--- config.mk ---
export PLATFORM = sky130hd
export DESIGN_NAME = branch_resolve_bht
export DESIGN_NICKNAME = d
export VERILOG_FILES = /design/src/rtl/branch_resolve_bht.sv
export SDC_FILE = /design/constraint.sdc
export NUM_CORES = 1
export LEC_CHECK = 0
export BUFFER_PORTS_ARGS = -buffer_cell sky130_fd_sc_hd__buf_2
export CAP_MARGIN = 20
export CORE_ASPECT_RATIO = 1.75
export CORE_MARGIN = 5
export CORE_UTILIZATION = 61
export CTS_BUF_LIST = sky130_fd_sc_hd__clkbuf_4 sky130_fd_sc_hd__clkbuf_8
export CTS_CLUSTER_SIZE = 8
export DETAILED_ROUTE_END_ITERATION = 10
export PLACE_DENSITY = 0.85
export SLEW_MARGIN = 30
export SYNTH_ARGS = -nofsm -noshare
export SYNTH_HDL_FRONTEND = slang
export SYNTH_SLANG_ARGS = --single-unit
--- constraint.sdc ---
create_clock -name clk -period 11.5 [get_ports clk]
set_input_delay 2.3 -clock clk [delete_from_list [all_inputs] [get_ports clk]]
set_output_delay 2.3 -clock clk [all_outputs]
set_load 0.05 [all_outputs]
--- src/rtl/branch_resolve_bht.sv ---
// branch_resolve_bht
//   Resolves MIPS conditional branches in the D stage and keeps a table of
//   2-bit saturating counters that the F stage reads to predict the branch
//   direction. Resolving a branch updates its counter. A wrong prediction
//   raises a registered one-cycle mispredict pulse.
//
// Ports
//   clk, reset        rising-edge clock; asynchronous active-high reset
//   lk_valid, lk_pc   F-stage lookup request
//   lk_pred_taken     predicted direction (combinational, no bypass)
//   rs_valid, rs_stall, rs_pc, rs_type, rs_in0, rs_in1, rs_pred_taken
//                     D-stage resolve request
//   rs_taken          actual outcome (combinational)
//   mispredict        registered flush/redirect pulse
//   stat_clr          synchronous clear of br_cnt / mis_cnt
//   br_cnt, mis_cnt   saturating branch and mispredict counts
//   err_multi         sticky flag: a multi-hot rs_type was fired
//
// Handshake: rs_valid qualifies a resolve request for one cycle. A request
// takes effect (table write, counting, mispredict) only when rs_valid is high
// and rs_stall is low at the rising edge. No ready signal exists: the unit
// accepts one resolve and one lookup every cycle. lk_valid only gates the
// prediction output.
module branch_resolve_bht #(
  parameter int         DATA_W   = 32,
  parameter int         IDX_W    = 6,
  parameter int         CNT_W    = 32,
  parameter logic [1:0] INIT_CTR = 2'b01
) (
  input  logic              clk,
  input  logic              reset,
  input  logic              lk_valid,
  input  logic [31:0]       lk_pc,
  output logic              lk_pred_taken,
  input  logic              rs_valid,
  input  logic              rs_stall,
  input  logic [31:0]       rs_pc,
  input  logic [5:0]        rs_type,
  input  logic [DATA_W-1:0] rs_in0,
  input  logic [DATA_W-1:0] rs_in1,
  input  logic              rs_pred_taken,
  output logic              rs_taken,
  output logic              mispredict,
  input  logic              stat_clr,
  output logic [CNT_W-1:0]  br_cnt,
  output logic [CNT_W-1:0]  mis_cnt,
  output logic              err_multi
);

  localparam int             DEPTH   = 1 << IDX_W;
  localparam logic [CNT_W-1:0] CNT_MAX = '1;
  localparam logic [CNT_W-1:0] CNT_ONE = CNT_W'(1);

  logic [1:0]       ctr [DEPTH];
  logic [IDX_W-1:0] lk_idx;
  logic [IDX_W-1:0] rs_idx;
  logic [1:0]       ctr_cur;
  logic [1:0]       ctr_next;
  logic [5:0]       cond;
  logic             sign0;
  logic             zero0;
  logic             eq01;
  logic             fire;
  logic             br;
  logic             multi_hot;
  logic             unused_pc;

  // Word-aligned PCs: bits [1:0] and the high bits never select an entry.
  assign lk_idx    = lk_pc[IDX_W+1:2];
  assign rs_idx    = rs_pc[IDX_W+1:2];
  assign unused_pc = ^{lk_pc, rs_pc};

  // Reads the registered table, so a same-cycle update is seen only next cycle.
  assign lk_pred_taken = lk_valid & ctr[lk_idx][1];

  // Condition vector, same bit order as rs_type: {bne,bltz,blez,bgtz,bgez,beq}.
  assign sign0 = rs_in0[DATA_W-1];
  assign zero0 = (rs_in0 == '0);
  assign eq01  = (rs_in0 == rs_in1);

  always_comb begin
    cond    = '0;
    cond[0] = eq01;
    cond[1] = ~sign0;
    cond[2] = ~sign0 & ~zero0;
    cond[3] = sign0 | zero0;
    cond[4] = sign0;
    cond[5] = ~eq01;
  end

  // A multi-hot type resolves as the OR of its selected conditions.
  assign rs_taken  = rs_valid & |(rs_type & cond);
  assign fire      = rs_valid & ~rs_stall;
  assign br        = fire & (rs_type != 6'd0);
  // Clearing the lowest set bit leaves something only if two or more were set.
  assign multi_hot = |(rs_type & (rs_type - 6'd1));

  assign ctr_cur = ctr[rs_idx];

  always_comb begin
    ctr_next = ctr_cur;
    if (rs_taken) begin
      if (ctr_cur != 2'd3) ctr_next = ctr_cur + 2'd1;
    end else begin
      if (ctr_cur != 2'd0) ctr_next = ctr_cur - 2'd1;
    end
  end

  always_ff @(posedge clk or posedge reset) begin
    if (reset) begin
      for (int i = 0; i < DEPTH; i++) ctr[i] <= INIT_CTR;
    end else if (br) begin
      ctr[rs_idx] <= ctr_next;
    end
  end

  always_ff @(posedge clk or posedge reset) begin
    if (reset) begin
      mispredict <= 1'b0;
      err_multi  <= 1'b0;
    end else begin
      mispredict <= br & (rs_taken != rs_pred_taken);
      if (fire && multi_hot) err_multi <= 1'b1;
    end
  end

  // stat_clr wins over a same-cycle increment; counts stick at all-ones.
  always_ff @(posedge clk or posedge reset) begin
    if (reset) begin
      br_cnt  <= '0;
      mis_cnt <= '0;
    end else if (stat_clr) begin
      br_cnt  <= '0;
      mis_cnt <= '0;
    end else begin
      if (br && br_cnt != CNT_MAX) br_cnt <= br_cnt + CNT_ONE;
      if (br && (rs_taken != rs_pred_taken) && mis_cnt != CNT_MAX)
        mis_cnt <= mis_cnt + CNT_ONE;
    end
  end

endmodule

; ---- Word-level counts from Yosys, hierarchy flattened
; Index checks and enable logic that the tools add are counted.
[word_totals]
register_bits = 194
output_inout_bits = 68
wordCells = 124
[classes]
add_sub_neg = 5
order_cmp = 3
eq_ne = 5
muxes = 16
n_bitwise = 15
reduce_logical = 12
[op_table]
columns = cell, count
row1 = $bwmux W128, 1
row2 = $mux W32, 4
row3 = $add A32 B1 Y32 const B, 2
row4 = $ne A32 B32 Y1 const B, 2
row5 = $eq A32 B32 Y1, 1
row6 = $logic_not A32 Y1, 1
row7 = $bmux W2 S6, 2
row8 = $mux W2, 8
row9 = $ge A7 B7 Y1 const B, 2
row10 = $not A6 Y7, 2
row11 = $and A6 B6 Y6, 2
row12 = $demux W2 S6, 1
row13 = $reduce_or A6 Y1, 2
row14 = $lt A7 B1 Y1 const B, 1
row15 = $and A1 B1 Y1, 6
row16 = $reduce_bool A2 Y1, 3
row17 = $reduce_bool A6 Y1, 1
row18 = $sub A6 B1 Y6 const B, 1
row19 = $logic_and A1 B1 Y1, 5
row20 = $not A1 Y1, 4
row21 = $add A2 B1 Y2 const B, 1
row22 = $ne A2 B2 Y1 const B, 1
row23 = $sub A2 B1 Y2 const B, 1
row24 = $ne A1 B1 Y1, 1
row25 = $or A1 B1 Y1, 1

; ---- Logic depth before layout (Yosys ltp)
; Gate-level depths: netlist (run 1).
[depth]
word_depth = 11
ltp_mapped = 12
mapped_depth_nobuf = 8

; ---- Least setup slack after synthesis (run 1)
; Ideal clock, no wire load.
[synth_path]
path_kind = input-to-output
startpoint = input port lk_pc[2]
endpoint = output port lk_pred_taken
arrival_ns = 4.774
slack_ns = 4.426
path_stages = 6
path_buffers = 2
cell_sequence = clkbuf_1 > buf_2 > mux4_2 > mux4_2 > mux4_2 > and2_1
[synth_between]
elab_chain_cells = 5
[synth_rtl]
columns = item, line
row1 = from (decl), 33  ; input logic [31:0] lk_pc,
row2 = $not A6 Y7 (not written as such), 74  ; assign lk_pred_taken = lk_valid & ctr[lk_idx][1];
row3 = $bmux W2 S6, 74
row4 = $mux W2 (not written as such) (2 in series), 74
row5 = $and A1 B1 Y1, 74
row6 = to (decl), 34  ; output logic lk_pred_taken,
; Every way passes these cells. The select of a mux whose other input is x is not followed.

; ---- Final worst setup path (run 1)
; Ends and elaborated chain as after synthesis.

==> results of run 1 <==
==> cell type report <==
class                   count  area [µm²]  share of cell area
flip-flops and latches    194        4930               0.403
inverters                  20        82.6             0.00675
clock buffers              17         234              0.0191
multi-input cells         906        5650               0.461
clock inverters            15         183              0.0149
well taps                 234         293              0.0239
repair buffers            165         868              0.0709
==> routing by layer <==
metal	track usage	share of wire
met1	0.333	0.37
met2	0.489	0.51
met3	0.0639	0.062
met4	0.157	0.058
met5	0	0
==> power by group through the flow <==
stage | clock [W] | combinational, W | sequential (W)
4_1_cts | 0.000477 | 0.000242 | 0.000784
6_report | 0.000470 | 0.000243 | 0.000784
3_3_place_gp | 0 | 0.000233 | 0.000792
2_1_floorplan | 0 | 0.000185 | 0.000787
3_5_place_dp | 0 | 0.000240 | 0.000796
5_1_grt | 0.000505 | 0.000267 | 0.000791
==> cell usage in the layout, fill, tap and decap left out, drive strengths merged, types with 31 or more instances in the layout <==
master	n
nor2	192
a21oi	97
mux4	35
inv	31
dfstp	64
o21ai	89
buf	165
xor2	43
dfrtp	130
nand2	152
nand3	32
==> cell families after synthesis <==
logic type | Yosys count | share of synthesized area
AO/OA/AOI/OAI | 257 | 0.139
XOR/XNOR | 64 | 0.0508
adder cells (fa/ha/maj) | 3 | 0.00318
buffers and inverters | 87 | 0.0416
flip-flops | 194 | 0.448
multiplexers | 67 | 0.102
AND/OR/NAND/NOR | 515 | 0.216
==> sequential cells by signal (all words and copies together), names as in the netlist <==
register	flops
br_cnt	32
mispredict	1
err_multi	1
mis_cnt	32
ctr	128
==> cell usage after synthesis, types with 3 or more instances <==
cell type  number  share of area
nor2_1        191          0.065
nand2_1       152          0.052
dfrtp_1       130           0.30
a21oi_1        96          0.044
o21ai_0        84          0.038
dfstp_2        64           0.15
xor2_1         43          0.034
mux4_2         35          0.071
nand3_1        32          0.015
clkbuf_1       31          0.011
nor3_1         26          0.012
mux2i_1        23          0.021
o31ai_1        22          0.015
xnor2_1        21          0.017
inv_1          20         0.0068
nor4_1         17         0.0096
buf_6          14          0.014
or3_1          14         0.0079
buf_2          13         0.0059
nor2b_1        13         0.0074
or4_1          13         0.0089
nand4_1        12         0.0068
and4_1          9         0.0071
and3_1          7         0.0040
and2_1          6         0.0034
buf_1           6         0.0020
mux2_2          6         0.0061
o2bb2ai_1       6         0.0048
nand3b_1        5         0.0034
o22ai_1         5         0.0028
a221oi_1        4         0.0032
a22oi_1         4         0.0027
a31oi_1         4         0.0023
o21ai_1         4         0.0018
a22o_1          3         0.0024
buf_4           3         0.0020
or2_2           3         0.0017
==> worst max-delay path, stage by stage <==
cell and delay [ps]:
buf_2 480, mux4_2 590, mux4_2 510, mux4_2 460
and2_1 160, buf_2 200
==> worst max-delay path by stage <==
stage	from	endpoint	slack (ps)	depth (start not counted)
final	lk_pc[2]	lk_pred_taken	4490	6
after global routing	lk_pc[2]	lk_pred_taken	4360	6
after CTS	lk_pc[2]	lk_pred_taken	4440	6
after detailed placement	lk_pc[2]	lk_pred_taken	4440	6
after global placement	lk_pc[2]	lk_pred_taken	4460	6
after floorplan	reset	br_cnt[0]$_DFFE_PP0P_	4020	1
==> through the flow <==
stage          power, W  utilization  instances  hold slack [ps]
2_1_floorplan  0.000972            -       1187              442
3_3_place_gp    0.00103        0.659       1518              449
3_5_place_dp    0.00104        0.659       1518              467
4_1_cts         0.00150        0.682       1550              483
5_1_grt         0.00156        0.684       1551              499
6_report        0.00150        0.684       1551              477
==> metrics.md, run 1 <==
| Metric | Value |
|---|---|
| Worst VDD drop | between 0.09 and 0.1 mV |
| Avg Inst Size Synth | between 9 and 10 µm² |
| Clk_lat worst skew | a little under 500 ps |
| NumNets Final | ~1400 |
| Die height | about 190 µm |
| Setup slack, reg-to-reg | 8210 ps |
| DIE WIDTH | 112 µm |
| Post-synth EDFFs | 0 |
| Period utilization | 0.610 |
| Min-Delay Path Depth | 2 |
| 1st-pass router iterations | 6 |
| Hold_sp | ctr[22]$_DFFE_PP1P_ |
| Worst Slack Setup Final | roughly 4500 ps |
| I/O Pins | ~210 |
| Required @ worst endpoint | approximately 9000 ps |
| Initial Util | 0.616 |
| GRT Overall Usage | 0.287 |
| Final Cell Area | 0.0122 mm² |
| Filler instances | about 1400 |
| WL per Instance | 19.0 µm |
| Worst EP arrival | between 4000 and 5000 ps |
| Distinct cells, synth | 71 |
| Initial antenna violation count | 0 |
| Pwr Density | 122 mW/mm² |
| Gate power share | 0.162 |
| Fmax | ~0.14 GHz |
| DP Wirelength | 21000 µm |
| Minimum clock period | between 7000 and 8000 ps |
| Synth Warn # | 0 |
| Placer Congestion | 0.909 |
| CTS Buf Count | 17 |
| Slew headroom | 0.349 |
| Hold_buf cts | 0 |
| Switch share | 0.309 |
| Sequential power share | 0.524 |
| Setup Skew | 18.4 ps |
| Mapped Cells | roughly 1200 |
| Fin. Hold Viols | 0 |
| Slew @ Worst Pin | 968 ps |
| Hold EP | ctr[22]$_DFFE_PP1P_ |
| Worst min path class | reg2reg |
| CTS tree | built |
| Post-cts sizing count | 0 |
| Leak pwr | ~5.1 nW |
| Flop and latch count out of synthesis | between 150 and 200 |
| Vias in the first global route | just under 10000 |
| H-tree lvl count | 4 |
| Clock sink total | 194 |
| DRC | 0 |
| Largest net degree at the start of global routing | 129 |
| DR vias | ~9600 |
| # Post-CTS Setup Buffers | 0 |
| Worst-path fanout max | 16 |
| Final slew viol count | 0 |
| Critical Setup Path Class | in2out |
| Primary FF master, synth | dfrtp_1 |
| Power Internal | about 0.0010 W |
| Setup TNS | 0 ps |
| I/O Buffers | about 160 |
| Area growth syn-to-layout | 11.0% |
| Worst-path clk slew | roughly 100 ps |
| Reg2reg end | mis_cnt[16]$_DFFE_PP0P_ |
| Sequential-to-total area share from yosys stat | 0.448 |
| Max-Cap Viols | 0 |
| GRT overflow | 0 |
| Share of cells above drive strength 1 | 0.244 |
| Switching power total | 0.000463 W |
| RSZ-0062 raised after global routing | false |
| Max clock buf depth | 2 |
| Total core area | about 0.018 mm² |
| Post-Synthesis Cell Area | around 0.011 mm² |
| First-pass GRT wire length | between 40000 and 50000 µm |
| Root Buffer | clkbuf_8 |
| Number of vias per cell | around 6 |
| Final setup fails | 0 |
| WL final | between 20000 and 30000 µm |
| Row cnt | 65 |
| CP Launch Type | input pin |
| Antenna cells | 0 |
| FF-to-FF Start | mis_cnt[0]$_DFFE_PP0P_ |
| Post-synth net total | between 1000 and 1500 |
| Pre-CTS WS | around 4400 ps |
| CP Capture Type | output pin |
| Outcome | finished, final reports clean |
| Final ANT Viol Nets | 0 |
| Fraction of registers with async set or reset after synthesis | 1.00 |
| Clock share of power | 0.314 |
| Die ar. | ~0.021 mm² |
| DP Area | approximately 0.012 mm² |
| Reg2Reg Depth | 7 |
| Initial DRC count | 642 |
No activity file was read; power rests on OpenSTA's default activity.
==> run 2, diff against run 1 <==
Settings changed: ABC_AREA set to 1, CORE_UTILIZATION 61 to 59, PLACE_DENSITY 0.85 to 0.81.
Clock period 11.5 ns to 7.2 ns, I/O delays scaled along.
==> run 2 against run 1 <==
Against the previous run: design area is 7.6% higher; sequential cell count stayed put; area after synthesis is 8.1% higher; utilization is 2.0 points lower; die area is 11% higher; critical path depth is 3 higher; largest cell class unchanged; largest power group unchanged.
==> metrics.md, run 2 <==
| Metric | Value |
|---|---|
| Outcome | finished, final reports clean |
| # Post-CTS Setup Buffers | 0 |
| Setup TNS | 0 ps |
| Cell with the most instances after synthesis | nand2_1 |
| Sequential power share | 0.532 |
| RSZ-0062 raised after global routing | false |
| Root Buffer | clkbuf_8 |
| Crit. Startpoint | lk_pc[2] |
| DP Wirelength | roughly 23000 µm |
| Vias in the first global route | 11700 |
| WL per Instance | ~17 µm |
| 1st-pass router iterations | 8 |
| Max-Cap Viols | 0 |
| I/O Pins | between 200 and 250 |
| Fin. Hold Viols | 0 |
| Pwr Density | ~170 mW/mm² |
| Sequential-to-total area share from yosys stat | 0.414 |
| WL final | about 35000 µm |
| Die ar. | 0.0233 mm² |
| Hold EP | err_multi$_DFFE_PP0P_ |
| Placer Congestion | ~0.95 |
| Final slew viol count | 0 |
| Switch share | 0.295 |
| Worst-path fanout max | 35 |
| Row cnt | 68 |
| Fraction of registers with async set or reset after synthesis | 1.00 |
| Worst min path class | reg2reg |
| DP Area | roughly 0.013 mm² |
| Leak pwr | 6.65 nW |
| Slew headroom | 0.337 |
| Worst-path clk slew | about 90 ps |
| Antenna cells | 0 |
| Wire length on met2 | between 15000 and 20000 µm |
| Total core area | ~0.020 mm² |
| Hold_sp | err_multi$_DFFE_PP0P_ |
| Reg2Reg Depth | 13 |
| CP Launch Type | input pin |
| DRC | 0 |
| Initial antenna violation count | 0 |
| Crit-path most repeated cell | buf_2 |
| Avg Inst Size Synth | approximately 7 µm² |
| Critical path's slowest cell | inv_1 |
| Biggest cell delay along the critical path | 760 ps |
| I/O Buffers | approximately 160 |
| FF-to-FF Start | mis_cnt[0]$_DFFE_PP0P_ |
| Number of flip-flops in the largest register | between 100 and 150 |
| Largest net degree at the start of global routing | about 130 |
| Min-Delay Path Depth | 1 |
| Mapped Cells | between 1500 and 2000 |
| Worst EP arrival | around 3900 ps |
| Hold_buf cts | 0 |
| Post-Synthesis Cell Area | 0.0119 mm² |
| Clock sink total | between 150 and 200 |
| Initial DRC count | about 1100 |
| Post-synth EDFFs | 0 |
| Worst path cell trace | buf_2, inv_1, o21ai_0, o22ai_1, nor2_1, o31ai_1, o211ai_1, a21boi_0, buf_2 |
| Share of cells above drive strength 1 | 0.155 |
| H-tree lvl count | 4 |
| Critical Setup Path Class | in2out |
| Filler instances | 1751 |
| Post-cts sizing count | 0 |
| Biggest area consumer among synthesized cells | dfrtp_1 |
| Post-synth net total | between 1500 and 2000 |
| Fmax | 0.189 GHz |
| Required @ worst endpoint | 5760 ps |
| GRT overflow | 0 |
| Minimum clock period | between 5000 and 6000 ps |
| Clk_lat worst skew | around 490 ps |
| CTS tree | built |
| Setup slack, reg-to-reg | 3610 ps |
| Period utilization | 0.736 |
| GRT Overall Usage | 0.297 |
| Worst VDD drop | around 0.16 mV |
| Slew @ Worst Pin | 991 ps |
| Most frequent cells in the layout | 543 x nand2_1, 204 x nand3_1, 200 x inv_1 |
| DIE WIDTH | ~120 µm |
| Commonest non-fill, non-tap cell in the layout | nand2_1 |
| Top-area cell type share of the netlist area | 0.273 |
| Flop and latch count out of synthesis | 194 |
| Area growth syn-to-layout | 10.5% |
| Die height | slightly below 200 µm |
| Number of vias per cell | just under 6 |
| Top cells by count, synth | 543 x nand2_1, 205 x nand3_1, 202 x inv_1, 190 x nor2_1, 130 x dfrtp_1 |
| Primary FF master, synth | dfrtp_1 |
| Critical path buffers and inverters | 3 |
| WL met3 | about 2700 µm |
| Power Internal | between 0.0015 and 0.002 W |
| Switching power total | between 0.0006 and 0.0007 W |
| Cell family with most CP delay | buffers and inverters |
| Met1 wire length | between 10000 and 15000 µm |
| Distinct cells, synth | 48 |
| CTS Buf Count | 17 |
| NumNets Final | 1976 |
| Gate power share | 0.127 |
| Final Cell Area | about 0.013 mm² |
| Synth Warn # | 0 |
| DR vias | 12200 |
| Top flop regs | ctr (128), br_cnt (32), mis_cnt (32) |
| Highest Signal Layer | met4 |
| Synth area leaders | dfrtp_1 27%, nand2_1 17%, dfstp_2 14% |
| Clock share of power | 0.342 |
| Final ANT Viol Nets | 0 |
| First-pass GRT wire length | approximately 57000 µm |
| Final setup fails | 0 |
| Max clock buf depth | 2 |
| Biggest register | ctr |
| Initial Util | 0.601 |
| CP Capture Type | output pin |
| Reg2reg end | mis_cnt[23]$_DFFE_PP0P_ |
| Setup Skew | around 15 ps |
## run 2: cell count changes after synthesis, moves of 24 or more
cell	change
nand2_1	+391
inv_1	+182
nand3_1	+173
a21oi_1	-70
nand4_1	+49
mux4_2	-35
o21ai_0	-30
xor2_1	-24
## run 2: layout make-up
class / instances / area, µm² / share of cell area
Multi-Input combinational cell: 1245 / 5880 / 0.446
Sequential cell: 194 / 4930 / 0.375
Timing Repair Buffer: 163 / 846 / 0.0642
Inverter: 212 / 808 / 0.0614
Tap cell: 245 / 307 / 0.0233
Clock buffer: 18 / 248 / 0.0188
Clock inverter: 14 / 154 / 0.0117
## run 2: per-layer routing
metal | up-vias | global-route usage
met5 | - | 0
met4 | 0 | 0.174
met3 | 139 | 0.0586
met2 | 583 | 0.505
met1 | 5694 | 0.349
li1 | 5767 | -
## run 2: how the worst max path moves through the flow
stage	endpoint	slack (ps)	cells past startpoint
3_3_place_gp	lk_pred_taken	2000	9
3_5_place_dp	lk_pred_taken	1990	9
5_1_grt	lk_pred_taken	1710	10
4_1_cts	lk_pred_taken	1990	9
6_report	lk_pred_taken	1900	9
2_1_floorplan	br_cnt[0]$_DFFE_PP0P_	580	1
## run 2: cells by family (layout without fill, tap and decap cells)
logic type,after synthesis,in the layout,synth area share
buffers and inverters,278,407,0.0947
muxes,1,1,0.000840
and+or+nand+nor,1049,1049,0.377
AOI/OAI and AO/OA,136,136,0.0697
xor gates and xnor gates,57,57,0.0419
adders and majority gates,2,2,0.00210
DFF,194,194,0.414
## run 2: power by group through the flow
stage          Combinational [W]  Sequential, W  Clock [W]
2_1_floorplan           0.000182        0.00118          0
6_report                0.000277        0.00116   0.000746
3_5_place_dp            0.000272        0.00118          0
3_3_place_gp            0.000266        0.00118          0
5_1_grt                 0.000305        0.00116   0.000801
4_1_cts                 0.000273        0.00116   0.000757
## run 2: through the flow
step | setup WS (ps) | hold slack [ps] | util | std cells | total power, W
2_1_floorplan | 582 | 446 | - | 1717 | 0.00136
3_3_place_gp | 2000 | 439 | 0.643 | 2058 | 0.00144
3_5_place_dp | 1990 | 440 | 0.643 | 2058 | 0.00145
4_1_cts | 1990 | 462 | 0.663 | 2090 | 0.00219
5_1_grt | 1710 | 487 | 0.664 | 2091 | 0.00227
6_report | 1900 | 455 | 0.664 | 2091 | 0.00218
==> run 3, diff against run 2 <==
Clock period 7.2 ns to 5.2 ns, I/O delays scaled along.
==> run 3 against run 2 <==
Against the previous run: setup slack worse by 940 ps; critical path type unchanged; largest power group unchanged; sequential cell count unchanged; sequential share of layout area down 0.23 points.
==> metrics.md, run 3 (same netlist as run 2, synthesis figures left out) <==
| Metric | Value |
|---|---|
| Area growth syn-to-layout | 11.2% |
| DP Area | between 0.01 and 0.015 mm² |
| Commonest non-fill, non-tap cell in the layout | nand2_1 |
| Most frequent cells in the layout | 543 x nand2_1, 204 x nand3_1, 200 x inv_1 |
| Required @ worst endpoint | 4160 ps |
| Fin. Hold Viols | 0 |
| Hold_buf cts | 0 |
| Vias in the first global route | 11900 |
| Largest net degree at the start of global routing | 92 |
| Max-Cap Viols | 0 |
| Top flop regs | ctr (128), br_cnt (32), mis_cnt (32) |
| Setup TNS | 0 ps |
| I/O Buffers | ~160 |
| Die ar. | 0.0233 mm² |
| WL final | roughly 35000 µm |
| 1st-pass router iterations | 6 |
| DRC | 0 |
| Critical Setup Path Class | in2out |
| Clk_lat worst skew | roughly 480 ps |
| # Post-CTS Setup Buffers | 0 |
| Slew @ Worst Pin | around 1100 ps |
| CP Launch Type | input pin |
| DP Wirelength | roughly 24000 µm |
| Pre-CTS WS | 1040 ps |
| Outcome | finished, final reports clean |
| Row cnt | slightly below 70 |
| Initial Util | 0.601 |
| Biggest register | ctr |
| Number of flip-flops in the largest register | 128 |
| H-tree lvl count | 4 |
| Clock sink total | roughly 190 |
| Final ANT Viol Nets | 0 |
| Initial DRC count | approximately 1100 |
| Max clock buf depth | 2 |
| Worst VDD drop | around 0.2 mV |
| Initial antenna violation count | 0 |
| Worst-path clk slew | approximately 90 ps |
| Total core area | around 0.02 mm² |
| Placer Congestion | slightly above 0.9 |
| RSZ-0062 raised after global routing | false |
| Worst-path fanout max | 35 |
| Fmax | about 0.24 GHz |
| Slew headroom | 0.273 |
| Die height | a little under 200 µm |
| Pwr Density | approximately 230 mW/mm² |
| Total Power | around 0.0030 W |
| NumNets Final | about 2000 |
| CTS tree | built |
| Worst hold slack | between 400 and 500 ps |
| GRT Overall Usage | 0.303 |
| GRT overflow | 0 |
| Root Buffer | clkbuf_8 |
| Final setup fails | 0 |
| CTS Buf Count | 17 |
| WL per Instance | roughly 17 µm |
| I/O Pins | approximately 210 |
| Final Cell Area | ~0.013 mm² |
| DR vias | about 12000 |
| Worst EP arrival | roughly 3200 ps |
| DIE WIDTH | 117 µm |
| Antenna cells | 0 |
| CP Capture Type | output pin |
| Number of vias per cell | slightly below 6 |
| Post-cts sizing count | 0 |
| Worst min path class | reg2reg |
| Leak pwr | around 6.7 nW |
| Share of cells above drive strength 1 | 0.157 |
| Minimum clock period | roughly 4200 ps |
| Final slew viol count | 0 |
| Worst Slack Setup Final | 961 ps |
| Setup Skew | 14.2 ps |
| Period utilization | 0.815 |
| First-pass GRT wire length | a little under 60000 µm |
run 3: cell count changes in the layout (fill, tap and decap cells not counted), sizes merged:
cell      before  now
clkbuf        18   21
buf          163  168
inv          212  210
clkinvlp       5    3
clkinv         7    8
run 3: worst paths after layout:
check | startpoint | endpoint | slack, ps | depth (start not counted)
min in group asynchronous | reset | ctr[87]$_DFFE_PP0P_ | 680 | 2
max in group asynchronous | reset | ctr[104]$_DFFE_PP1P_ | 3550 | 3
min reg2reg | err_multi$_DFFE_PP0P_ | err_multi$_DFFE_PP0P_ | 460 | 1
max | lk_pc[2] | lk_pred_taken | 960 | 10
max reg2reg | mis_cnt[0]$_DFFE_PP0P_ | mis_cnt[23]$_DFFE_PP0P_ | 2020 | 14
min | err_multi$_DFFE_PP0P_ | err_multi$_DFFE_PP0P_ | 460 | 1
run 3: final cells by class:
class | instances | area [µm²]
fill | 1801 | 6570
multi-input combinational | 1245 | 5870
sequential | 194 | 4930
timing repair buffer | 168 | 933
inverter | 212 | 800
tap | 245 | 307
clock buffer | 21 | 283
clock inverter | 11 | 129
run 3: power breakdown:
group | internal (W) | switching, W | total (W)
sequential | 0.00158 | 0.0000283 | 0.00161
combinational | 0.000116 | 0.000278 | 0.000394
clock | 0.000474 | 0.000566 | 0.00104
run 3: through the flow:
| stage | std cells | util |
|---|---|---|
| after floorplan | 1717 | - |
| after global placement | 2064 | 0.648 |
| after detailed placement | 2064 | 0.648 |
| after CTS | 2096 | 0.669 |
| after global routing | 2096 | 0.669 |
| final | 2096 | 0.669 |
run 3: per-layer routing:
layer | vias to the layer above | global-route usage | part of all wire
met5 | - | 0 | 0
met4 | 0 | 0.156 | 0.051
met2 | 569 | 0.533 | 0.50
met1 | 5761 | 0.350 | 0.36
met3 | 136 | 0.0603 | 0.082
li1 | 5758 | - | -
run 3: worst max-delay path: stages:
cell and delay (ps):
buf_2 490, inv_1 390, buf_4 310, o21ai_0 150
o221ai_1 140, nand3_1 120, nand2_1 90, o211ai_1 160
a21boi_0 90, buf_2 220
